--- src/rtl/fwd_hazard_ctrl.sv ---
// Forward-select and D-stage stall generation for the 5-stage pipeline.
// Optional MDU_STALL_EN adds md_busy/d_is_md so HI/LO users stall while the MDU is busy.
module fwd_hazard_ctrl #(
    parameter logic [1:0] TUSE_NONE = 2'd3
) (
    input  logic       clk,
    input  logic       reset,
`ifdef MDU_STALL_EN
    input  logic       md_busy,
    input  logic       d_is_md,
`endif
    input  logic [4:0] d_rs,
    input  logic [4:0] d_rt,
    input  logic [1:0] d_tuse_rs,
    input  logic [1:0] d_tuse_rt,
    input  logic [4:0] d_a3,
    input  logic       d_we,
    input  logic [1:0] d_tnew,
    output logic       stall,
    output logic [2:0] frsd,
    output logic [2:0] frtd,
    output logic [2:0] frse,
    output logic [2:0] frte,
    output logic [2:0] frtm
);

    logic [4:0] e_a3_q, e_a3_d;
    logic [1:0] e_tnew_q, e_tnew_d;
    logic [4:0] m_a3_q, m_a3_d;
    logic [1:0] m_tnew_q, m_tnew_d;
    logic [4:0] w_a3_q, w_a3_d;
    logic [1:0] w_tnew_q, w_tnew_d;
    logic [4:0] rs_e_q, rs_e_d;
    logic [4:0] rt_e_q, rt_e_d;
    logic [4:0] rt_m_q, rt_m_d;

    logic hz_rs, hz_rt, hz_md;

    function automatic logic [1:0] dec_sat(input logic [1:0] t);
        return (t == 2'd0) ? 2'd0 : t - 2'd1;
    endfunction

    // A producer is forwardable only once its result exists (tnew == 0).
    function automatic logic fwd_hit(input logic [4:0] a3,
                                     input logic [1:0] tnew,
                                     input logic [4:0] r);
        return (r != 5'd0) && (a3 == r) && (tnew == 2'd0);
    endfunction

    function automatic logic too_late(input logic [4:0] a3,
                                      input logic [1:0] tnew,
                                      input logic [4:0] r,
                                      input logic [1:0] tuse);
        return (r != 5'd0) && (a3 == r) && (tnew > tuse);
    endfunction

    always_comb begin
        hz_rs = 1'b0;
        hz_rt = 1'b0;
        if (d_tuse_rs != TUSE_NONE) begin
            hz_rs = too_late(e_a3_q, e_tnew_q, d_rs, d_tuse_rs) ||
                    too_late(m_a3_q, m_tnew_q, d_rs, d_tuse_rs);
        end
        if (d_tuse_rt != TUSE_NONE) begin
            hz_rt = too_late(e_a3_q, e_tnew_q, d_rt, d_tuse_rt) ||
                    too_late(m_a3_q, m_tnew_q, d_rt, d_tuse_rt);
        end
`ifdef MDU_STALL_EN
        hz_md = md_busy && d_is_md;
`else
        hz_md = 1'b0;
`endif
        stall = hz_rs || hz_rt || hz_md;
    end

    always_comb begin
        frsd = 3'd0;
        if (d_tuse_rs != TUSE_NONE) begin
            if (fwd_hit(e_a3_q, e_tnew_q, d_rs))      frsd = 3'd1;
            else if (fwd_hit(m_a3_q, m_tnew_q, d_rs)) frsd = 3'd2;
            else if (fwd_hit(w_a3_q, w_tnew_q, d_rs)) frsd = 3'd3;
        end
        frtd = 3'd0;
        if (d_tuse_rt != TUSE_NONE) begin
            if (fwd_hit(e_a3_q, e_tnew_q, d_rt))      frtd = 3'd1;
            else if (fwd_hit(m_a3_q, m_tnew_q, d_rt)) frtd = 3'd2;
            else if (fwd_hit(w_a3_q, w_tnew_q, d_rt)) frtd = 3'd3;
        end
        frse = 3'd0;
        if (fwd_hit(m_a3_q, m_tnew_q, rs_e_q))      frse = 3'd1;
        else if (fwd_hit(w_a3_q, w_tnew_q, rs_e_q)) frse = 3'd2;
        frte = 3'd0;
        if (fwd_hit(m_a3_q, m_tnew_q, rt_e_q))      frte = 3'd1;
        else if (fwd_hit(w_a3_q, w_tnew_q, rt_e_q)) frte = 3'd2;
        frtm = 3'd0;
        if (fwd_hit(w_a3_q, w_tnew_q, rt_m_q))      frtm = 3'd1;
    end

    // On stall the E slot takes a bubble, which matches the reset state.
    always_comb begin
        if (stall) begin
            e_a3_d   = 5'd0;
            e_tnew_d = 2'd0;
            rs_e_d   = 5'd0;
            rt_e_d   = 5'd0;
        end else begin
            e_a3_d   = d_we ? d_a3 : 5'd0;
            e_tnew_d = d_tnew;
            rs_e_d   = d_rs;
            rt_e_d   = d_rt;
        end
        m_a3_d   = e_a3_q;
        m_tnew_d = dec_sat(e_tnew_q);
        rt_m_d   = rt_e_q;
        w_a3_d   = m_a3_q;
        w_tnew_d = dec_sat(m_tnew_q);
    end

    always_ff @(posedge clk) begin
        if (reset) begin
            e_a3_q   <= 5'd0;
            e_tnew_q <= 2'd0;
            m_a3_q   <= 5'd0;
            m_tnew_q <= 2'd0;
            w_a3_q   <= 5'd0;
            w_tnew_q <= 2'd0;
            rs_e_q   <= 5'd0;
            rt_e_q   <= 5'd0;
            rt_m_q   <= 5'd0;
        end else begin
            e_a3_q   <= e_a3_d;
            e_tnew_q <= e_tnew_d;
            m_a3_q   <= m_a3_d;
            m_tnew_q <= m_tnew_d;
            w_a3_q   <= w_a3_d;
            w_tnew_q <= w_tnew_d;
            rs_e_q   <= rs_e_d;
            rt_e_q   <= rt_e_d;
            rt_m_q   <= rt_m_d;
        end
    end

endmodule

--- config.mk ---
export PLATFORM = sky130hd
export DESIGN_NAME = fwd_hazard_ctrl
export DESIGN_NICKNAME = d
export VERILOG_FILES = /design/src/rtl/fwd_hazard_ctrl.sv
export SDC_FILE = /design/constraint.sdc
export NUM_CORES = 1
export LEC_CHECK = 0
export CAP_MARGIN = 20
export CORE_MARGIN = 1.5
export CORE_UTILIZATION = 40
export CTS_BUF_LIST = sky130_fd_sc_hd__clkbuf_2
export DETAILED_ROUTE_END_ITERATION = 7
export SYNTH_ARGS = -nofsm -noshare
export SYNTH_HDL_FRONTEND = slang
export SYNTH_SLANG_ARGS = --single-unit
--- constraint.sdc ---
create_clock -name clk -period 6.2 [get_ports clk]
set_input_delay 1.24 -clock clk [delete_from_list [all_inputs] [get_ports clk]]
set_output_delay 1.24 -clock clk [all_outputs]
set_load 0.01 [all_outputs]
==> out/metrics.yaml <==
run_status:
  status: "finished, final reports clean"
clock_tree:
  clock-root-buffer: "clkbuf_2"
  cts_made_buffers: 5
  htreeDepth: 2
  clock_sinks: 36
  clockBufferDepth: 2
  insertion_delay_ps: 390
  cts_setup_buffers: 0
  cts_tree: "yes"
  cts_hold_buffers: 0
  cts.clk_slew.worst_paths_ps: 180
  cts_resized: 0
logic_synthesis:
  synth_seq_cells: 36
  yosysUniqueCellTypes: 31
  synth-main-ff-cell: "dfxtp_1"
  syn_inst: 242
  yosysTopAreaCell: "dfxtp_1"
  synthArstFlopShare_pct: 0
  yosys_warnings: 0
  syn_avg_cell_area_um2: 8.92
  syn-cell-area_mm2: 0.00216
  synthTopCellsByCount: "xnor2_1, dfxtp_1, nor2b_1"
  synth_edf_count: 0
  yosysMostFrequentCell: "xnor2_1"
  synth_area_leaders: "dfxtp_1, xnor2_1, ha_1, nor2b_1, xor2_1"
  yosysTopAreaCellShare_pct: 33.4
  ys_seq_area_share_pct: 33.4
power:
  power_density_mw_per_mm2: 199
  leakage_uw: 0.000955
  peakVddDrop_mv: 0.0796
global_routing:
  antenna_found_initial: 0
  grt_max_degree: 33
  overflow: 0
  grt.total_usage_pct: 17.1
  grt_pass1_vias: 1586
  grt_pass1_wl_um: 7760
route:
  wire_per_inst_um: 13.6
  final_antenna_net_count: 0
  dr.pass1.iters: 4
  drc: 0
  vias: 1632
  vias_per_cell: 4.84
  drt-initial-drc-count: 56
  drt-total-wl_um: 4580
sta:
  fmax_ghz: 0.203
  setup_slack_ps: 1260
  skew_ps: 27.5
  drv_slew: 0
  rsz0062_at_grt: "no"
  hold_viol_final: 0
  hold_ws_ps: 451
  tns_ps: 0
  setup_viol: 0
  min_period_ps: 4940
  period_share_pct: 79.6
worst_setup_path:
  required_ps: 4960
  cp.buffers_inverters: 2
  crit_path_frequent_cell: "clkdlybuf4s50_1"
  reg2regPathDepth: 7
  cpPeakStageDelay_ps: 600
  critPathSlowestCell: "or4_4"
  reg2reg_from: "e_tnew_q[1]"
  arrival_ps: 3700
  path_class: "in -> out"
  worstPathMaxFanout: 5
  r2r-end: "rt_e_q[1]"
  r2r_slack_ps: 4000
  cp_top_family: "simple AND/OR/NAND/NOR gates"
  crit_path_end_kind: "output port"
  critPathLaunchType: "primary input"
  cp_cell_sequence: "clkdlybuf4s50_1, or4_4, o211ai_2, nor3_1, or4_1, clkdlybuf4s50_1"
worst_hold_path:
  hold_depth: 1
  min_to: "m_tnew_q[0]"
  worstHoldStart: "e_tnew_q[0]"
  hold_path_class: "reg -> reg"
floorplan:
  initial_core_util_pct: 42.0
  die_h_um: 76.5
  row_count: 26
  pin_count: 40
  coreArea_mm2: 0.00514
  fp.dieW_um: 76.5
  die_area_mm2: 0.00585
layout:
  fin_cells: 337
  drive_above_1_share_pct: 6.74
  n_antenna_cell: 0
  final_nets: 300
  area_delta_synth_final_pct: 17.9
  fin_util_pct: 49.5
run:
  drv_cap: 0
placed_design:
  hpwl_um: 3450
  dp_slack_ps: 1270
  placement.io_buffers: 33
  globalplace.congestion: 0.859
  placed_cells: 329
==> cells in the final DEF (no fill, tap or decap), drive strengths merged <==
| cell | count |
|---|---|
| or4 | 5 |
| nor4 | 8 |
| a21oi | 1 |
| o211a | 2 |
| nor3b | 12 |
| buf | 2 |
| nand4 | 6 |
| and3 | 1 |
| xor2 | 9 |
| o21ai | 2 |
| nor2b | 20 |
| nor3 | 9 |
| clkinv | 2 |
| or2 | 2 |
| nand2 | 15 |
| inv | 7 |
| dfxtp | 36 |
| nand3 | 4 |
| conb | 6 |
| nor2 | 14 |
| clkbuf | 5 |
| clkdlybuf4s50 | 33 |
| o211ai | 8 |
| ha | 10 |
| xnor2 | 45 |
| bufinv | 1 |
| a21boi | 2 |
==> state kept, by name (all words and copies together) (netlist names) <==
name,cells
e_a3_q,5
m_a3_q,5
rs_e_q,5
rt_e_q,5
rt_m_q,5
w_a3_q,5
e_tnew_q,2
m_tnew_q,2
w_tnew_q,2
==> worst register-to-register path: cells and delay by family (launching register included) <==
family          cells  cell delay [ps]
fa+ha+maj           1              250
simple gates        4             1020
compound gates      1              220
buf+inv             1              240
flops               1              410
==> final cells by class <==
| class | instances | area, µm² |
|---|---|---|
| sequential | 36 | 721 |
| fill | 531 | 2600 |
| clock buffer | 5 | 25.0 |
| timing repair buffer | 35 | 345 |
| inverter | 7 | 26.3 |
| multi-input combinational | 181 | 1300 |
| tap | 70 | 87.6 |
| clock inverter | 3 | 37.5 |
==> through the flow <==
| step | power, µW | instance area [µm²] |
|---|---|---|
| 2_1_floorplan | 328 | 2180 |
| 3_3_place_gp | 365 | 2480 |
| 3_5_place_dp | 366 | 2480 |
| 4_1_cts | 510 | 2540 |
| 5_1_grt | 537 | 2540 |
| 6_report | 507 | 2540 |
==> layer usage <==
layer	track usage [%]	vias to the layer above	wire [µm]	share of wire (%)
li1	-	848	-	-
met1	22.2	745	2220	48
met2	28.6	34	2160	47
met3	3.59	5	138	3.0
met4	5.00	0	59	1.3
met5	0	-	0	0
==> worst max path at each step <==
| stage | from | end | slack [ps] | cells past startpoint |
|---|---|---|---|---|
| floorplan | d_rt[1] | stall | 2160 | 6 |
| global placement | d_rt[1] | stall | 1290 | 6 |
| detailed placement | d_rt[1] | stall | 1270 | 6 |
| CTS | d_rt[1] | stall | 1260 | 6 |
| global route | d_rt[1] | stall | 1190 | 6 |
| finish | d_rt[1] | stall | 1260 | 6 |
==> cell families after synthesis <==
logic type | Yosys count | synth area share [%]
AO/OA/AOI/OAI | 15 | 5.56
XOR/XNOR | 54 | 21.9
adder cells (fa/ha/maj) | 10 | 5.80
buffers and inverters | 30 | 7.19
flip-flops | 36 | 33.4
other | 1 | 0.174
AND/OR/NAND/NOR | 96 | 26.0
==> where the power goes <==
group / switching (µW) / leakage [µW] / internal (µW)
clock network: 81.3 / 0.0000380 / 65.7
registers: 12.2 / 0.000296 / 243
logic: 47.9 / 0.000621 / 57.1
total: 141 / 0.000955 / 365
Power figures use the tool's default switching activity.
